## src/rtl/jk_fsm_bank.sv

```systemverilog
// rtl/jk_fsm_bank.sv - bank of dwell-gated OFF/ON JK state machines with aggregate status
module jk_fsm_bank #(
  parameter int CHANNELS = 4,
  parameter int DWELL_W  = 4
) (
  input  logic                            clk,
  input  logic                            reset_n,
  input  logic                            en,
  input  logic [CHANNELS-1:0]             j,
  input  logic [CHANNELS-1:0]             k,
  input  logic [CHANNELS-1:0]             jk_toggle,
  input  logic [DWELL_W-1:0]              min_dwell,
  output logic [CHANNELS-1:0]             state,
  output logic [CHANNELS-1:0]             changed,
  output logic [$clog2(CHANNELS+1)-1:0]   on_count,
  output logic                            any_on,
  output logic                            all_on
);

  localparam int CNT_W = $clog2(CHANNELS+1);
  localparam logic [0:0] ST_OFF = 1'b0;
  localparam logic [0:0] ST_ON  = 1'b1;
  localparam logic [DWELL_W-1:0] DWELL_MAX = {DWELL_W{1'b1}};

  logic [CHANNELS-1:0] state_q, state_d;
  logic [CHANNELS-1:0] changed_q, changed_d;
  logic [CNT_W-1:0]    on_count_q, on_count_d;
  logic [DWELL_W-1:0]  dwell_q [CHANNELS];
  logic [DWELL_W-1:0]  dwell_d [CHANNELS];
  logic [CHANNELS-1:0] want;

  always_comb begin
    state_d    = state_q;
    changed_d  = '0;
    want       = state_q;
    on_count_d = '0;
    for (int i = 0; i < CHANNELS; i++) begin
      dwell_d[i] = dwell_q[i];
      if (en) begin
        unique case ({j[i], k[i]})
          2'b10:   want[i] = ST_ON;
          2'b01:   want[i] = ST_OFF;
          2'b11:   want[i] = jk_toggle[i] ? ~state_q[i] : state_q[i];
          default: want[i] = state_q[i];
        endcase
      end
      // A blocked request is simply dropped; it is re-tried while still asserted.
      if ((want[i] != state_q[i]) && (dwell_q[i] >= min_dwell)) begin
        state_d[i]   = want[i];
        changed_d[i] = 1'b1;
        dwell_d[i]   = '0;
      end else if (dwell_q[i] != DWELL_MAX) begin
        dwell_d[i] = dwell_q[i] + DWELL_W'(1);
      end
      on_count_d = on_count_d + CNT_W'(state_d[i]);
    end
  end

  // Dwell counters reset saturated so the first request after reset is never blocked.
  always_ff @(posedge clk or negedge reset_n) begin
    if (!reset_n) begin
      state_q    <= '0;
      changed_q  <= '0;
      on_count_q <= '0;
      for (int i = 0; i < CHANNELS; i++) dwell_q[i] <= DWELL_MAX;
    end else begin
      state_q    <= state_d;
      changed_q  <= changed_d;
      on_count_q <= on_count_d;
      for (int i = 0; i < CHANNELS; i++) dwell_q[i] <= dwell_d[i];
    end
  end

  assign state    = state_q;
  assign changed  = changed_q;
  assign on_count = on_count_q;
  assign any_on   = |state_q;
  assign all_on   = &state_q;

endmodule

```

## config.mk

```make
export PLATFORM = sky130hd
export DESIGN_NAME = jk_fsm_bank
export DESIGN_NICKNAME = d
export VERILOG_FILES = /design/src/rtl/jk_fsm_bank.sv
export SDC_FILE = /design/constraint.sdc
export NUM_CORES = 1
export LEC_CHECK = 0
export CELL_PAD_IN_SITES_DETAIL_PLACEMENT = 2
export CELL_PAD_IN_SITES_GLOBAL_PLACEMENT = 2
export CORE_ASPECT_RATIO = 1.75
export CORE_MARGIN = 5
export CORE_UTILIZATION = 39
export CTS_BUF_LIST = sky130_fd_sc_hd__clkbuf_4
export CTS_CLUSTER_DIAMETER = 50
export DETAILED_ROUTE_END_ITERATION = 8
export GPL_TIMING_DRIVEN = 0
export MAX_ROUTING_LAYER = met4
export PLACE_DENSITY = 0.86
export SYNTH_ARGS = -nofsm -noshare
export SYNTH_HDL_FRONTEND = slang
export SYNTH_SLANG_ARGS = --single-unit
```

## constraint.sdc

```tcl
create_clock -name clk -period 5.45 [get_ports clk]
set_input_delay 1.635 -clock clk [delete_from_list [all_inputs] [get_ports clk]]
set_output_delay 1.635 -clock clk [all_outputs]
set_load 0.01 [all_outputs]
```

Word-level counts from Yosys, hierarchy flattened
Cells that the tools add are included.
{"block": "classes", "n_addsub": 7, "n_lt_le_gt_ge": 4, "eq_ne": 20, "n_mux": 28, "n_bitwise": 4, "reduce_logical": 10}
{"op": "4-bit 2-to-1 mux", "n": 8}
{"op": "4-bit by 1-bit adder with 4-bit output, second input constant", "n": 4}
{"op": "2-bit equality test, second input constant", "n": 8}
{"op": "4-bit greater-or-equal comparator", "n": 4}
{"op": "1-bit 2-to-1 mux", "n": 16}
{"op": "4-bit inequality test, second input constant", "n": 4}
{"op": "1-bit one-hot mux with 3 select lines", "n": 4}
{"op": "2-bit by 1-bit equality test with 1-bit output, second input constant", "n": 4}
{"op": "2-bit nonzero test", "n": 4}
{"op": "1-bit logical AND", "n": 4}
{"op": "1-bit inequality test", "n": 4}
{"op": "1-bit NOT", "n": 4}
{"op": "4-bit AND reduction", "n": 1}
{"op": "4-bit OR reduction", "n": 1}
{"op": "2-bit by 1-bit adder with 3-bit output", "n": 1}
{"op": "3-bit by 1-bit adder with 3-bit output", "n": 1}
{"op": "1-bit by 1-bit adder with 2-bit output", "n": 1}
{"block": "totals", "reg_bits": 27, "input_bits": 19, "output_inout_bits": 13}

Depth between registers and ports, before layout
{"block": "logic_depth", "ltp_word": 10, "ltp_mapped": 9}

Worst setup path before layout
No wires, ideal clock.
{"block": "synth_timing", "kind": "in2reg", "startpoint": "input min_dwell[0]", "endpoint": "register on_count_q[1] (netlist: on_count[1])", "setup_ps": 126, "arrival_time_ps": 3700, "setup_slack_ps": 1624, "cell_stages": 8, "path_buffers": 0, "cell_sequence": "ha_1 nand2b_4 a2111oi_4 o41ai_1 a2bb2oi_1 fa_1 ha_1 ha_1"}
{"block": "synth_via", "elab_chain_cells": 6}
{"item": "start: declaration", "line": "12", "text": "input logic [DWELL_W-1:0] min_dwell,"}
{"item": "4-bit greater-or-equal comparator", "line": "48", "text": "if ((want[i] != state_q[i]) && (dwell_q[i] >= min_dwell)) begin"}
{"item": "1-bit logical AND", "line": "48"}
{"item": "1-bit 2-to-1 mux", "line": "48"}
{"item": "net state_d[1]", "line": "25", "text": "logic [CHANNELS-1:0] state_q, state_d;"}
{"item": "1-bit by 1-bit adder with 2-bit output", "line": "55", "text": "on_count_d = on_count_d + CNT_W'(state_d[i]);"}
{"item": "2-bit by 1-bit adder with 3-bit output", "line": "55"}
{"item": "3-bit by 1-bit adder with 3-bit output", "line": "55"}
{"item": "net on_count_d[1]", "line": "27", "text": "logic [CNT_W-1:0] on_count_q, on_count_d;"}
{"item": "end signal: assignment", "line": "69", "text": "on_count_q <= on_count_d;"}
{"item": "end: declaration", "line": "27"}
The timed path passes the listed nets, and every way through them passes these cells.
A chain may end at the register's enable or synchronous reset.

Worst setup path in the final report
Same ends and word-level chain as after synthesis.

==> impl_results.rst <==
.. list-table::
   :header-rows: 1

   * - Metric
     - Value
   * - Cell area after layout
     - 2360 um^2
   * - Internal Pwr Total
     - 720 uW
   * - Slowest stage cell, crit path
     - sky130_fd_sc_hd__clkdlybuf4s50_1
   * - Largest vdd supply drop
     - 0.000233 V
   * - Crit start category
     - input port
   * - Die extent in y
     - 103 um
   * - Leakage power summed over all cells
     - 0.00101 uW
   * - TritonCTS clock tree
     - done
   * - Final RePlAce weighted congestion
     - 0.811
   * - Avg WL per Cell
     - 19.5 um
   * - Number of distinct standard cells referenced by the synthesized netlist
     - 42
   * - Antenna violations before repair
     - 0
   * - Share of total power consumed by net switching
     - 42.7%
   * - Iteration count of the initial detailed-routing pass
     - 4
   * - Reported net switching power
     - 536 uW
   * - Comb power frac
     - 56.6%
   * - TritonCTS Sinks
     - 27
   * - Maximum Capacitance Violations
     - 0
   * - Ant. Diodes
     - 0
   * - Area of the core
     - 4890 um^2
   * - Post-CTS sizing
     - 0
   * - Class of the most critical hold timing path
     - flop to flop
   * - Post-synthesis cell type with the largest combined area
     - sky130_fd_sc_hd__dfstp_2
   * - Crit path required time
     - 5690 ps
   * - List of cells traversed by the critical path
     - clkdlybuf4s50_1 > ha_1 > nand2b_4 > a2111oi_4 > o31a_1 > o221a_1 > fa_1 > ha_1 > ha_1
   * - Post-cts hold buffer count
     - 0
   * - Maximum clock rate
     - 0.232 GHz
   * - Final-report setup violation count
     - 0
   * - GRT overflow
     - 0
   * - Total number of nets in the final design
     - 253
   * - Crit path buf inv count
     - 1
   * - FILL cells
     - 499
   * - Residual antenna-violating net count after detailed routing
     - 0
   * - Clock slew seen by the registers of the worst setup and hold paths
     - 150 ps
   * - Number of H-tree branching levels
     - 1
   * - Most common cell in the netlist
     - sky130_fd_sc_hd__ha_1
   * - Max_slew headroom
     - 58.7%
   * - Routed via count divided by cell count
     - 5.89
   * - Area of the die
     - 6520 um^2
   * - CP Capture Type
     - flop
   * - Total Power
     - 1260 uW
   * - HPWL reported at the end of detailed placement
     - 4.30 mm
   * - Netlist area before placement
     - 1930 um^2
   * - Layout cell share with drive strength beyond 1
     - 22.9%
   * - Biggest area contributors in the synthesized netlist
     - sky130_fd_sc_hd__dfstp_2, sky130_fd_sc_hd__dfrtp_1, sky130_fd_sc_hd__ha_1
   * - Largest driver fanout on the critical path
     - 4
   * - Io pins
     - 32
   * - Width of the die
     - 63.2 um
   * - Number of synthesized flops with an enable pin
     - 0
   * - Delay-heaviest family, CP
     - adder cells
   * - CTS Buffer Depth
     - 2
   * - Area after DPL
     - 2300 um^2
   * - Number of clock buffers inserted by TritonCTS
     - 3
   * - Pin count of the biggest net entering global routing
     - 28
   * - Average instance area after synthesis
     - 11.1 um^2
   * - Number of slew-limit violations in the final report
     - 0
   * - Async set-or-reset flop fraction in the synthesized netlist
     - 100%
   * - Most numerous cell on the critical path
     - sky130_fd_sc_hd__ha_1
   * - Clock tree root buffer cell
     - sky130_fd_sc_hd__clkbuf_4
   * - Initial standard-cell utilization of the core
     - 39.5%
   * - IO Port Bufs
     - 30
   * - Share of power burned in registers
     - 35.9%
   * - Overall via count from detail_route
     - 1555
   * - Yosys reg bits
     - 27
   * - Wire length reported by the detailed router
     - 5.16 mm
   * - Pin slew with the least headroom to its limit
     - 618 ps
   * - Post-synthesis sequential area ratio
     - 36.0%
   * - Commonest cells in the synthesized netlist
     - sky130_fd_sc_hd__ha_1, sky130_fd_sc_hd__nor2_1, sky130_fd_sc_hd__dfstp_2
   * - Critical Path AT
     - 4540 ps
   * - Number of instances in the synthesized netlist
     - 175
   * - Top-area cell type share of the netlist area
     - 21.7%
   * - Critical path class
     - input port to flop
   * - Aggregate global-route resource usage
     - 17.3%
   * - Nets in the synthesized netlist
     - 217
   * - Clock insertion delay at the later pin of the skew report
     - 340 ps
   * - Worst Clk Skew
     - 15.1 ps
   * - Min cycle time layout
     - 4300 ps
   * - Share of the clock period used by the worst path after layout
     - 79.0%
   * - Number of buffers inserted by post-CTS setup repair
     - 0
   * - Number of DRC markers after the initial detailed-route iteration
     - 11
   * - Number of core rows
     - 34
   * - Vias in the first global route
     - 1830
   * - First-pass GRT wire length
     - 8.73 mm
   * - Final routed DRC violation total
     - 0
   * - Power density cells
     - 533 nW/um^2
   * - Final TNS setup
     - 0 ps
   * - Final number of hold-violating endpoints
     - 0
   * - Setup repair after global routing missed its margin
     - no
   * - Predominant post-synthesis flop cell
     - sky130_fd_sc_hd__dfstp_2
   * - Run status
     - finished, final reports clean
   * - Clk network pwr share
     - 7.5%
   * - Syn. warnings
     - 0
   * - Critical path's largest stage delay
     - 620 ps
   * - P&R area growth vs syn
     - 21.9%
[tightest hold or removal path: stages, from the launching register on]
cell and delay, ps:
sky130_fd_sc_hd__dfstp_2 420, sky130_fd_sc_hd__nor2_1 100, sky130_fd_sc_hd__nor3_1 50
[metal layers]
| metal | up-vias | track usage (%) | wire length [um] |
|---|---|---|---|
| met5 | - | - | 0 |
| met4 | 0 | 5.76 | 102 |
| met3 | 9 | 2.62 | 187 |
| met2 | 34 | 34.8 | 3020 |
| met1 | 793 | 16.3 | 1840 |
| li1 | 719 | - | - |
[final timing paths]
| kind | cells after the start | endpoint | slack [ps] | from |
|---|---|---|---|---|
| min | 2 | dwell_q[10]$_DFFE_PN1P_ | 560 | dwell_q[11]$_DFFE_PN1P_ |
| max | 9 | on_count[1]$_DFF_PN0_ | 1150 | min_dwell[0] |
| min reg2reg | 2 | dwell_q[10]$_DFFE_PN1P_ | 560 | dwell_q[11]$_DFFE_PN1P_ |
| min in group asynchronous | 1 | state[0]$_DFF_PN0_ | 1650 | reset_n |
| max reg2reg | 9 | on_count[1]$_DFF_PN0_ | 2410 | dwell_q[12]$_DFFE_PN1P_ |
| max in group asynchronous | 2 | dwell_q[4]$_DFFE_PN1P_ | 3200 | reset_n |
[state kept, by name (all words and copies together) (netlist names)]
| register | count |
|---|---|
| changed | 4 |
| dwell_q | 16 |
| on_count | 3 |
| state | 4 |
[kinds of logic (layout without fill, tap and decap cells)]
kind of cell,count (synthesis),in the layout,synth area share (%)
AO/OA/AOI/OAI,30,30,16.5
XOR/XNOR,4,4,1.81
adder cells (fa/ha/maj),23,23,15.3
buffers and inverters,15,50,3.43
flip-flops,27,27,36.0
multiplexers,10,10,5.37
AND/OR/NAND/NOR,66,66,21.7
[stage by stage]
stage / hold slack [ps] / setup slack, ps / util [%] / cells
floorplan: 499 / 1620 / - / 175
global placement: 512 / 835 / 47.1 / 259
detailed placement: 545 / 757 / 47.1 / 259
CTS: 566 / 1120 / 47.6 / 263
global route: 597 / 1050 / 48.2 / 264
finish: 559 / 1150 / 48.2 / 264
[power groups by stage]
stage	clock network, uW	registers (uW)	logic [uW]
final	94.3	451	710
after global routing	109	470	793
after CTS	99.0	453	724
after detailed placement	0	457	720
after global placement	0	441	651
after floorplan	0	432	505
[cell type report]
type                       count  area [um^2]  area share, %
buffer                         4         25.0           1.06
tap                           54         67.6           2.87
multi-input combinational    133         1170           49.7
clock inverter                 1         5.00          0.212
sequential                    27          696           29.5
clock buffer                   3         22.5          0.955
timing repair buffer          31          328           13.9
inverter                      11         41.3           1.75
[cells in the final DEF, fill, tap and decap left out, types with 2 or more instances in the layout]
master and count:
sky130_fd_sc_hd__clkdlybuf4s50_1 30, sky130_fd_sc_hd__ha_1 22, sky130_fd_sc_hd__nor2_1 20, sky130_fd_sc_hd__dfstp_2 16
sky130_fd_sc_hd__dfrtp_1 11, sky130_fd_sc_hd__inv_1 10, sky130_fd_sc_hd__nand3_1 10, sky130_fd_sc_hd__mux2i_1 7
sky130_fd_sc_hd__nor3_2 6, sky130_fd_sc_hd__nand2_1 6, sky130_fd_sc_hd__o21a_1 4, sky130_fd_sc_hd__nand2b_4 4
sky130_fd_sc_hd__a2111oi_4 4, sky130_fd_sc_hd__xnor2_1 4, sky130_fd_sc_hd__nor3b_1 4, sky130_fd_sc_hd__a31oi_1 4
sky130_fd_sc_hd__nor3_1 4, sky130_fd_sc_hd__o31a_1 3, sky130_fd_sc_hd__mux2_2 3, sky130_fd_sc_hd__o211ai_1 3
sky130_fd_sc_hd__clkbuf_4 3, sky130_fd_sc_hd__buf_4 2, sky130_fd_sc_hd__or2_2 2, sky130_fd_sc_hd__o41ai_1 2
sky130_fd_sc_hd__clkbuf_2 2, sky130_fd_sc_hd__o21ai_0 2, sky130_fd_sc_hd__nor4_1 2, sky130_fd_sc_hd__o22a_1 2
(Power assumes the default switching activity.)
